## src/rtl/cv32e40x_pkg.sv

```systemverilog
// Shared core package: OBI data-side request/response types and
// instantiation defaults used by the LSU-side transaction tracker.
package cv32e40x_pkg;

   // Default cap on outstanding OBI data transactions
   localparam int DATA_TRANS_MAX_OUTSTANDING = 2;

   typedef struct packed {
      logic [31:0] addr;
      logic        we;
      logic [3:0]  be;
      logic [31:0] wdata;
      logic [5:0]  atop;
      logic [1:0]  memtype;
      logic [2:0]  prot;
      logic        dbg;
   } obi_data_req_t;

   typedef struct packed {
      logic [31:0] rdata;
      logic        err;
      logic        exokay;
   } obi_data_resp_t;

endpackage

```

## src/rtl/cv32e40x_flag_fifo.sv

```systemverilog
// DEPTH x 1-bit circular FIFO holding the per-transaction "silent" flag
// in issue order. Occupancy is tracked by the parent, so this block has
// no full/empty logic of its own.
module cv32e40x_flag_fifo
#(
   parameter int DEPTH = 2
)
(
   input  logic clk,
   input  logic rst_n,
   input  logic push,
   input  logic push_flag,
   input  logic pop,
   output logic pop_flag
);

   localparam int PTR_W = (DEPTH > 1) ? $clog2(DEPTH) : 1;

   logic [DEPTH-1:0] flags;
   logic [PTR_W-1:0] wptr;
   logic [PTR_W-1:0] rptr;

   // Pointers wrap modulo DEPTH, which need not be a power of two
   function automatic logic [PTR_W-1:0] next_ptr(input logic [PTR_W-1:0] ptr);
      if (ptr == PTR_W'(DEPTH - 1)) begin
         return '0;
      end else begin
         return ptr + PTR_W'(1);
      end
   endfunction

   // Write the flag of each accepted transaction at the write pointer
   always_ff @(posedge clk or negedge rst_n) begin
      if (!rst_n) begin
         flags <= '0;
         wptr  <= '0;
      end else if (push) begin
         flags[wptr] <= push_flag;
         wptr        <= next_ptr(wptr);
      end
   end

   // Advance the read pointer as each response retires its entry
   always_ff @(posedge clk or negedge rst_n) begin
      if (!rst_n) begin
         rptr <= '0;
      end else if (pop) begin
         rptr <= next_ptr(rptr);
      end
   end

   // Oldest outstanding flag, valid whenever the parent count is non-zero
   assign pop_flag = flags[rptr];

endmodule

```

## src/rtl/cv32e40x_data_trans_tracker.sv

```systemverilog
// Sits between the LSU and the OBI data adapter. Caps outstanding OBI
// transactions at DEPTH, drops responses of silent (bufferable) writes
// towards the LSU while flagging their errors, and reports outstanding
// count / idle for fence, debug and sleep gating.
module cv32e40x_data_trans_tracker
   import cv32e40x_pkg::*;
#(
   parameter int DEPTH = DATA_TRANS_MAX_OUTSTANDING
)
(
   input  logic                       clk,
   input  logic                       rst_n,

   input  logic                       lsu_trans_valid_i,
   output logic                       lsu_trans_ready_o,
   input  obi_data_req_t              lsu_trans_i,
   input  logic                       lsu_trans_silent_i,

   output logic                       bus_trans_valid_o,
   input  logic                       bus_trans_ready_i,
   output obi_data_req_t              bus_trans_o,

   input  logic                       bus_resp_valid_i,
   input  obi_data_resp_t             bus_resp_i,

   output logic                       lsu_resp_valid_o,
   output obi_data_resp_t             lsu_resp_o,
   output logic                       silent_err_o,

   output logic [$clog2(DEPTH+1)-1:0] outstanding_cnt_o,
   output logic                       idle_o
);

   localparam int CNT_W = $clog2(DEPTH + 1);

   logic [CNT_W-1:0] cnt;
   logic             space;
   logic             accept;
   logic             pop;
   logic             head_silent;

   // Request path is pure gating: no register, so A-channel stability
   // comes straight from the LSU holding its request until accepted.
   assign space             = (cnt < CNT_W'(DEPTH));
   assign bus_trans_valid_o = lsu_trans_valid_i & space;
   assign lsu_trans_ready_o = bus_trans_ready_i & space;
   assign bus_trans_o       = lsu_trans_i;
   assign accept            = lsu_trans_valid_i & bus_trans_ready_i & space;

   // A response with nothing outstanding is ignored rather than popping
   assign pop = bus_resp_valid_i & (cnt != '0);

   // Silent responses are swallowed; only their error is surfaced
   assign lsu_resp_valid_o = pop & ~head_silent;
   assign lsu_resp_o       = bus_resp_i;
   assign silent_err_o     = pop & head_silent & bus_resp_i.err;

   assign outstanding_cnt_o = cnt;
   assign idle_o            = (cnt == '0) & ~lsu_trans_valid_i;

   // Outstanding counter; a simultaneous accept and pop leave it unchanged
   always_ff @(posedge clk or negedge rst_n) begin
      if (!rst_n) begin
         cnt <= '0;
      end else if (accept && !pop) begin
         cnt <= cnt + CNT_W'(1);
      end else if (!accept && pop) begin
         cnt <= cnt - CNT_W'(1);
      end
   end

   cv32e40x_flag_fifo #(
      .DEPTH     (DEPTH)
   ) flag_fifo_i (
      .clk       (clk),
      .rst_n     (rst_n),
      .push      (accept),
      .push_flag (lsu_trans_silent_i),
      .pop       (pop),
      .pop_flag  (head_silent)
   );

   // The LSU must not withdraw a request before it has been accepted
   a_valid_held : assert property (
      @(posedge clk) disable iff (!rst_n)
      (lsu_trans_valid_i && !lsu_trans_ready_o) |=> lsu_trans_valid_i
   ) else $error("[cv32e40x_data_trans_tracker] lsu_trans_valid_i withdrawn before accept");

   // A response must always belong to an outstanding transaction
   a_resp_expected : assert property (
      @(posedge clk) disable iff (!rst_n)
      bus_resp_valid_i |-> (cnt != '0)
   ) else $warning("[cv32e40x_data_trans_tracker] response received with no outstanding transaction, ignored");

endmodule
```

## config.mk

```make
export PLATFORM = sky130hd
export DESIGN_NAME = cv32e40x_data_trans_tracker
export DESIGN_NICKNAME = d
export VERILOG_FILES = /design/src/rtl/cv32e40x_pkg.sv /design/src/rtl/cv32e40x_flag_fifo.sv /design/src/rtl/cv32e40x_data_trans_tracker.sv
export SDC_FILE = /design/constraint.sdc
export NUM_CORES = 1
export LEC_CHECK = 0
export ABC_AREA = 1
export BUFFER_PORTS_ARGS = -buffer_cell sky130_fd_sc_hd__buf_2
export CORE_AREA = 2 2 93 95
export DETAILED_ROUTE_END_ITERATION = 16
export DIE_AREA = 0 0 95 97
export PLACE_DENSITY = 0.53
export SLEW_MARGIN = 5
export SYNTH_ARGS = -nofsm -noshare
export SYNTH_HDL_FRONTEND = slang
export SYNTH_SLANG_ARGS = --single-unit
```

## constraint.sdc

```tcl
create_clock -name clk -period 2.38 [get_ports clk]
set_input_delay 0.357 -clock clk [delete_from_list [all_inputs] [get_ports clk]]
set_output_delay 0.357 -clock clk [all_outputs]
set_load 0.01 [all_outputs]
```

==> impl_results.md, run 1 <==
* Status: complete, no violations
* Fin. max-slew vios at 0
* DR pass1 iterations at 4
* Initial antenna violation count at 0
* Routed Antenna Nets at 0
* Vias in the first global route at approximately 500
* Drt via density at ~2.8
* Reg2reg end: outstanding_cnt_o[1]
* Required time of the critical path at ~2.0 ns
* Ant diodes at 0
* Synth Area in Simple Gates at 0.0945
* Cell variety after synth at 15
* Layout Skew at 0.00166 ns
* Initial Util at 0.148
* Worst hold path cell count at 3
* Largest net degree at the start of global routing at 10
* Setup slack, reg-to-reg at 0.99 ns
* Internal power at 0.364 mW
* Final setup vio count at 0
* Final min period at between 1.5 and 2 ns
* Post-synthesis adder-cell area fraction at 0.0104
* Net Sw Frac at 0.399
* Clock buffer depth at 2
* Hold Crit Endpoint: flag_fifo_i.flags[1]
* Share of power burned in combinational logic at 0.405
* Slew @ Worst Pin at 0.278 ns
* CTS Buf Count at 3
* Endpoints failing hold at 0
* CTS tree: done
* Resize count post-CTS at 0
* Fin crit share at 0.686
* Setup bufs post-CTS at 0
* Drt wl/cell at between 10 and 15 um
* Main combinational cell family by area after synthesis: buffers and inverters
* PD cells at 1020 nW/um2
* Unrepaired setup endpoints after global routing: false
* Row Count at 33
* Seq/Total Area, Yosys at 0.125
* Root buf cell: clkbuf_8
* Syn avg cell area at roughly 7.4 um2
* Reg-to-reg startpoint: outstanding_cnt_o[1]
* Max-cap viol count at 0
* # IOs at approximately 240
* Core area at 8130 um2
* Reg2Reg Depth at 6
* Post-layout power at 0.606 mW
* Later-pin clock latency in the skew report at around 0.22 ns
* Setup crit end kind: output port
* DP Worst Slack at about 0.94 ns
* DR vias at 480
* Crit Path Max Fanout at 9
* Final WS setup at 0.747 ns
* Global-route wire length before repair at 3180 um
* Slew margin rel. at 0.815
* Yosys reg bits at 6
* Startpoint Class: flip-flop
* Final HPWL DP at between 2000 and 2500 um
* Die X at approximately 95 um
* Sequential power share at 0.350
* FMAX at 0.612 GHz
* CTS H-Tree Depth at 1
* Clock group share of total power at 0.245
* Die footprint at 9220 um2
* Post-synthesis compound-gate area fraction at 0.0156
* Synthesis-to-layout area growth at -50.7%
* Setup tns final at 0 ns
* Drt total wl at 2500 um
* Share of post-route cells with drive strength above 1 at 0.303
* Synthesized cell area at 1200 um2
* Hold Crit Start: lsu_trans_silent_i
* Critical path class: reg -> out
* Post-Synthesis Cells at about 160
* Die Height at a little under 100 um
* Hold/Removal Path Class: in -> reg
* Leak pwr at approximately 0.28 nW
* WP data arrival at 1.28 ns
* Initial DRC Count at 7
* Ys Warns at 0
* Final #Nets at 190
* PortBufs at 14
* Mapped Nets at 285
* Multiplexer share of the synthesized area at 0
* P_sw at around 0.24 mW
* Clk sinks at 6
* Maximum vdd drop at about 0.47 mV
* Post-synthesis xor/xnor area fraction at 0.00727
* CTS clk-pin slew, worst paths at roughly 0.040 ns
* DRC Markers at 0
* Global route overflow at 0
* GRT Total Usage at 0.0477
* Routability cong. at between 0.6 and 0.7
* Post-layout utilization of the core at 0.0731
-- flip-flops by register name (all words and copies together), names as in the netlist --
| register | cells |
|---|---|
| flag_fifo_i.flags | 2 |
| outstanding_cnt_o | 2 |
| flag_fifo_i.rptr | 1 |
| flag_fifo_i.wptr | 1 |
-- cells in the final DEF, fill, tap and decap left out --
cell type	Yosys	final
clkbuf_8	0	3
buf_2	0	14
o21ai_0	2	2
inv_1	9	9
nand4_1	1	1
inv_2	1	1
nor3_1	1	1
xnor2_1	1	1
nand3_1	3	3
nand2_1	17	17
nor2_2	1	1
and2_1	1	1
ha_1	1	1
o21ai_2	1	1
dfrtp_1	6	6
dlygate4sd3_1	0	1
nor2_1	3	3
-- cells by family (layout without fill, tap and decap cells) --
family                     after synthesis  after routing
DFF                                      6              6
buffers and inverters                  125             28
and+or+nand+nor                         27             27
xor gates and xnor gates                 1              1
adders and majority gates                1              1
AOI/OAI and AO/OA                        3              3
-- timing repair --
item / CTS / global route
hold buffers: 1 / 0
hold endpoints to repair: 6 / 0
setup endpoints to repair: 0 / 0
-- synthesized netlist by cell type --
master,instances,area share
nand3_1,3,0.012
nand4_1,1,0.0052
xnor2_1,1,0.0073
ha_1,1,0.010
nor3_1,1,0.0041
nand2_1,17,0.053
nor2_2,1,0.0052
dfrtp_1,6,0.12
buf_4,115,0.72
nor2_1,3,0.0093
and2_1,1,0.0052
o21ai_2,1,0.0073
o21ai_0,2,0.0083
inv_2,1,0.0031
inv_1,9,0.028
-- power groups by stage --
stage / clock network (mW) / registers (mW) / logic, mW
after floorplan: 0 / 0.210 / 0.352
final: 0.149 / 0.212 / 0.245
after global placement: 0 / 0.212 / 0.245
after detailed placement: 0 / 0.215 / 0.253
after global routing: 0.159 / 0.224 / 0.294
after CTS: 0.152 / 0.215 / 0.257
-- worst max-delay path, stage by stage (launching register included) --
cell and delay [ns]:
dfrtp_1 0.46, o21ai_2 0.24, inv_2 0.06, and2_1 0.15
buf_2 0.14
-- worst max path at each step --
stage	slack [ns]	end	start
6_report	0.75	lsu_resp_valid_o	outstanding_cnt_o[1]
5_1_grt	0.64	lsu_resp_valid_o	outstanding_cnt_o[1]
4_1_cts	0.71	lsu_resp_valid_o	outstanding_cnt_o[1]
3_5_place_dp	0.94	lsu_resp_valid_o	outstanding_cnt_o[1]
3_3_place_gp	0.97	lsu_resp_valid_o	outstanding_cnt_o[1]
2_1_floorplan	1.07	outstanding_cnt_o[1]	outstanding_cnt_o[1]
-- final cells by class --
cell class                      instances  area, um2
Clock buffer                            3       41.3
Tap cell                              105        131
Inverter                               10       37.5
Sequential cell                         6        150
Fill cell                             965       7540
Multi-Input combinational cell         32        154
Timing Repair Buffer                   15       80.1
-- metal layers --
metal / share of wire / wire length (um) / up-vias / track usage
met5: 0 / 0 / - / 0
met4: 0.12 / 312 / 0 / 0.0557
met3: 0.23 / 574 / 52 / 0.0358
met2: 0.44 / 1090 / 64 / 0.0769
met1: 0.21 / 520 / 183 / 0.0299
li1: - / - / 181 / -
-- stage by stage --
stage / cells / cell area, um2 / hold WS, ns
CTS: 171 / 594 / 0.394
floorplan: 163 / 1200 / 0.0614
detailed placement: 167 / 543 / 0.187
global placement: 167 / 543 / 0.191
global route: 171 / 594 / 0.417
finish: 171 / 594 / 0.396
Note: power is estimated with default switching activity, not from simulation.
==> inputs of run 2 (changes only) <==
CORE_AREA = 2 2 95 97   (was 2 2 93 95)
DIE_AREA = 0 0 97 99   (was 0 0 95 97)
clock period = 1.4 ns   (was 2.38 ns; I/O delays follow)
==> run 2 against run 1 <==
Compared with the run above:
- clock power is 72% higher
- cell count is 4.7% higher
- count of clock-buffer cells in the layout stayed put
- power up 94%
- critical path type unchanged
- first-iteration DRC count grew 43%
- non-clock buffer count up 5
- register-to-register slack got worse by 0.90 ns
- wire length grew 8.3%
- highest routed layer unchanged
==> impl_results.md, run 2 (synthesis gave the netlist of run 1 again) <==
* Root buf cell: clkbuf_8
* Crit Path Max Fanout at 3
* DP Worst Slack at 0.106 ns
* Ant diodes at 0
* DR pass1 iterations at 4
* Global route overflow at 0
* Setup slack, reg-to-reg at around 0.090 ns
* Later-pin clock latency in the skew report at between 0.2 and 0.25 ns
* Setup crit end kind: output port
* Required time of the critical path at around 1.2 ns
* Initial Util at 0.141
* Largest net degree at the start of global routing at 8
* DR vias at 527
* Drt wl/cell at ~15 um
* CTS H-Tree Depth at 1
* Leak pwr at 0.311 nW
* Most common cell after layout, fill and taps aside: nand2_1
* Fin. max-slew vios at 0
* Core area at approximately 8600 um2
* Hold/Removal Path Class: in -> reg
* Final setup vio count at 0
* Vias in the first global route at between 500 and 600
* Slew @ Worst Pin at 0.199 ns
* Die footprint at 9600 um2
* Die Height at ~100 um
* Row Count at 34
* Setup tns final at 0 ns
* Final min period at 1.39 ns
* WP data arrival at approximately 1.2 ns
* CTS clk-pin slew, worst paths at ~0.04 ns
* Post-layout power at between 1 and 1.5 mW
* CTS Buf Count at 3
* Routability cong. at ~0.71
* Share of post-route cells with drive strength above 1 at 0.408
* FMAX at 0.719 GHz
* PortBufs at 14
* Clk sinks at 6
* Slew margin rel. at 0.867
* Most frequent cells in the layout: 17 x nand2_1, 13 x buf_2, 8 x inv_1, 6 x dfrtp_1, 5 x buf_4
* CTS tree: done
* GRT Total Usage at 0.0527
* Final WS setup at 0.00826 ns
* Status: complete, no violations
* Unrepaired setup endpoints after global routing: true
* Startpoint Class: flip-flop
* Final #Nets at 195
* Maximum vdd drop at about 0.55 mV
* Drt total wl at roughly 2700 um
* # IOs at ~240
* Max-cap viol count at 0
* Fin crit share at 0.994
* Synthesis-to-layout area growth at -45.2%
* Initial antenna violation count at 0
* DRC Markers at 0
* Initial DRC Count at 10
* Die X at between 90 and 100 um
* Drt via density at 2.94
* Endpoints failing hold at 0
* Final HPWL DP at around 2300 um
* PD cells at about 1800 nW/um2
* Clock buffer depth at 2
* Routed Antenna Nets at 0
* Critical path class: reg -> out
* Global-route wire length before repair at 3590 um
* Layout Skew at ~0.0028 ns
## run 2: cell types whose count changed in the layout (fill, tap and decap cells not counted)
cell	delta
buf_2	-1
o21ai_2	+1
inv_1	-1
and2_1	-1
buf_4	+5
ha_4	+1
ha_1	-1
inv_2	+1
o21ai_0	-1
buf_6	+1
and2_4	+1
## run 2: final timing paths
kind                            cells past startpoint                 start                   end
worst max-delay path                                4  outstanding_cnt_o[1]      lsu_resp_valid_o
worst min-delay path                                3    lsu_trans_silent_i  flag_fifo_i.flags[0]
worst max register to register                      7  outstanding_cnt_o[1]  outstanding_cnt_o[1]
worst min register to register                      2  flag_fifo_i.flags[0]  flag_fifo_i.flags[0]
max in group asynchronous                           2                 rst_n  flag_fifo_i.flags[0]
min in group asynchronous                           2                 rst_n      flag_fifo_i.wptr
## run 2: through the flow
step | utilization | cell area (um2) | hold slack (ns) | cells
final | 0.0773 | 661 | 0.256 | 179
after floorplan | - | 1200 | -0.0856 | 163
after detailed placement | 0.0666 | 569 | 0.0460 | 173
after global placement | 0.0666 | 569 | 0.0415 | 173
after CTS | 0.0743 | 636 | 0.249 | 179
after global routing | 0.0773 | 661 | 0.278 | 179
## run 2: where the power goes
group	switching (mW)	total, mW	leakage (nW)	internal, mW
clock network	0.0718	0.256	0.0216	0.184
logic	0.309	0.597	0.217	0.287
registers	0.0605	0.323	0.0730	0.263
total	0.442	1.18	0.311	0.734
## run 2: final cells by class
type	instances	area, um2
Fill cell	1001	7890
Multi-Input combinational cell	32	173
Sequential cell	6	150
Tap cell	108	135
Timing Repair Buffer	20	124
Clock buffer	3	41.3
Inverter	10	37.5
## run 2: routing by layer
metal  part of all wire  vias to the layer above  GRT usage
met5                  0                        -     0.0103
met1               0.19                      200     0.0278
met3               0.28                       46     0.0617
met2               0.40                       91     0.0710
met4               0.13                        0     0.0737
li1                   -                      190          -
## run 2: repair_timing
item	CTS	global route
setup endpoints to repair	1	3
pin swaps	1	3
hold buffers	1	0
hold endpoints to repair	6	0
resized for setup	0	7
buffers inserted	2	0
## run 2: worst max-delay path, stage by stage, from the launching register on
cell	delay, ns
dfrtp_1	0.40
o21ai_2	0.22
inv_2	0.07
and2_4	0.16
buf_6	0.11
==> inputs of run 3 (changes only) <==
SYNTH_HIERARCHICAL = 1   (was default)
==> run 3 against run 2 <==
Compared with the run above:
- first-iteration DRC count fell by 10%
- critical path depth did not move
- count of clock-buffer cells in the layout did not move
- final area decreased by 3.8%
- flip-flop and latch count is the same
- wire length decreased by 13%
- synthesized cell count fell by 3.1%
- maximum frequency grew 4.1%
- critical path type unchanged
- largest cell class unchanged
==> impl_results.md, run 3 <==
* Initial antenna violation count at 0
* Ys Warns at 6
* Die footprint at around 9600 um2
* Final min period at around 1.3 ns
* FMAX at roughly 0.75 GHz
* Routed Antenna Nets at 0
* Final WS setup at between 0.06 and 0.07 ns
* Synthesis-to-layout area growth at -46.6%
* GRT Total Usage at 0.0438
* Initial Util at 0.139
* Dpl cell area at around 570 um2
* Setup crit end kind: output port
* Post-synth top area share at 0.725
* Clk sinks at 6
* Drt via density at between 2 and 3
* Max-cap viol count at 0
* Final HPWL DP at just over 2000 um
* Drt wl/cell at about 14 um
* Required time of the critical path at roughly 1.2 ns
* Asr flop ratio synth at 1.00
* Core area at ~8600 um2
* CTS tree: done
* # IOs at 243
* Synthesized cell area at 1190 um2
* Global-route wire length before repair at roughly 3200 um
* DR vias at ~500
* Later-pin clock latency in the skew report at between 0.2 and 0.25 ns
* Post-synth EDFFs at 0
* DR pass1 iterations at 2
* Final #Nets at roughly 190
* Fin crit share at 0.955
* Root buf cell: clkbuf_8
* Leak pwr at between 0.2 and 0.3 nW
* Clock buffer depth at 2
* Largest net degree at the start of global routing at 7
* Die Height at 99 um
* Most common cell after layout, fill and taps aside: buf_2
* Endpoints failing hold at 0
* Cell with the most instances after synthesis: buf_4
* Crit Path Max Fanout at 5
* Global route overflow at 0
* Share of post-route cells with drive strength above 1 at 0.400
* Mapped Nets at 280
* Slew @ Worst Pin at 0.145 ns
* Ant diodes at 0
* WP data arrival at roughly 1.1 ns
* Seq/Total Area, Yosys at 0.126
* Hold/Removal Path Class: in -> reg
* Critical-path cell list: o21ai_2 -> buf_6 -> nor2_1 -> buf_2
* Reg2Reg Depth at 6
* Multiplexer share of the synthesized area at 0
* Drt total wl at 2370 um
* Buffers & Inverters on Critical Path at 2
* Slew margin rel. at 0.903
* Layout Skew at between 0.003 and 0.004 ns
* Routability cong. at around 0.6
* Unrepaired setup endpoints after global routing: true
* Main combinational cell family by area after synthesis: buffers and inverters
* Syn avg cell area at roughly 7.5 um2
* Post-Synthesis Cells at 158
* Initial DRC Count at 9
* Setup slack, reg-to-reg at 0.13 ns
* PD cells at around 1700 nW/um2
* Setup tns final at 0 ns
* Final setup vio count at 0
* Yosys reg bits at 6
* Vias in the first global route at between 500 and 600
* Status: complete, no violations
* Post-synthesis compound-gate area fraction at 0.0116
* Worst path depth at 4
* Commonest cells in the netlist: 115 x buf_4, 12 x nand2_1, 9 x inv_1
* CTS H-Tree Depth at 1
* Post-synthesis adder-cell area fraction at 0.0105
* CP max-delay cell: dfrtp_2
* CTS clk-pin slew, worst paths at about 0.04 ns
* DRC Markers at 0
* Synth Area in Simple Gates at 0.0767
* Final Instance Count excl. Fillers at 173
* Top cell type by total area after synthesis: buf_4
* Ys flop type: dfrtp_1
* Post-synthesis xor/xnor area fraction at 0.0221
* Worst path top cell family by delay: flip-flops
* Maximum vdd drop at between 0.7 and 0.8 mV
* Row Count at 34
* Most frequent cells in the layout: 14 x buf_2, 12 x nand2_1, 9 x inv_1, 4 x nor2_1, 4 x dfrtp_1
* Worst hold path cell count at 3
* Cell variety after synth at 13
* Area contributors post-synth: buf_4 72%, dfrtp_1 13%, nand2_1 3.8%, inv_1 2.8%, xor2_1 1.5%
* CTS Buf Count at 3
* DP Worst Slack at about 0.13 ns
* Die X at ~97 um
* Fin. max-slew vios at 0
* PortBufs at 14
* Placed cells at 168
* Critical path class: reg -> out
* Startpoint Class: flip-flop
* Slowest cell delay on critical path at around 0.43 ns
* Design Area, Final at approximately 640 um2
## run 3: stage by stage
| stage | hold slack, ns | util | power [mW] |
|---|---|---|---|
| after floorplan | -0.0856 | - | 0.956 |
| after global placement | 0.0431 | 0.0663 | 0.807 |
| after detailed placement | 0.0466 | 0.0663 | 0.813 |
| after CTS | 0.238 | 0.0723 | 1.09 |
| after global routing | 0.255 | 0.0743 | 1.21 |
| final | 0.239 | 0.0743 | 1.11 |
## run 3: final timing paths
| check | start | to |
|---|---|---|
| hold / removal | lsu_trans_silent_i | flag_fifo_i/flags[1] |
| min in group asynchronous | rst_n | outstanding_cnt_o[0] |
| max in group asynchronous | rst_n | outstanding_cnt_o[1] |
| hold reg to reg | flag_fifo_i/flags[1] | flag_fifo_i/flags[1] |
| setup / recovery | outstanding_cnt_o[0] | lsu_resp_valid_o |
| setup reg to reg | outstanding_cnt_o[0] | outstanding_cnt_o[1] |
## run 3: layout make-up
type                    instances  area (um2)
clock buffers                   3        41.3
fillers                       994        7920
inverters                       9        33.8
multi-input cells              28         159
flip-flops and latches          6         153
well taps                     108         135
repair buffers                 19         114
## run 3: power breakdown
| group | switching [mW] | total [mW] | leakage [nW] | internal, mW |
|---|---|---|---|---|
| clock network | 0.0714 | 0.256 | 0.0216 | 0.184 |
| registers | 0.0909 | 0.361 | 0.0701 | 0.270 |
| logic | 0.257 | 0.492 | 0.204 | 0.235 |
| total | 0.419 | 1.11 | 0.295 | 0.690 |
## run 3: logic make-up after synthesis
family / count (synthesis)
buffers and inverters: 124
AOI/OAI and AO/OA: 2
and+or+nand+nor: 22
xor gates and xnor gates: 3
adders and majority gates: 1
DFF: 6
## run 3: what timing repair did
action	4_1_cts	5_1_grt
endpoints found under the setup margin	1	2
pin swaps	0	2
resized for setup	1	4
endpoints found under the hold margin	6	0
hold buffers	1	0
setup buffers	0	1
## run 3: worst register-to-register path: cells and delay by family (launching register included)
family,cells,cell delay (ns)
buffers and inverters,1,0.09
adder cells (fa/ha/maj),1,0.28
AND/OR/NAND/NOR,3,0.18
AO/OA/AOI/OAI,1,0.18
flip-flops,1,0.43
## run 3: metal layers
metal	track usage	part of all wire	up-vias	wire length (um)
met2	0.0513	0.36	77	842
met5	0.0103	0	-	0
met1	0.0197	0.18	189	428
met4	0.0888	0.18	0	418
met3	0.0489	0.29	62	675
li1	-	-	175	-
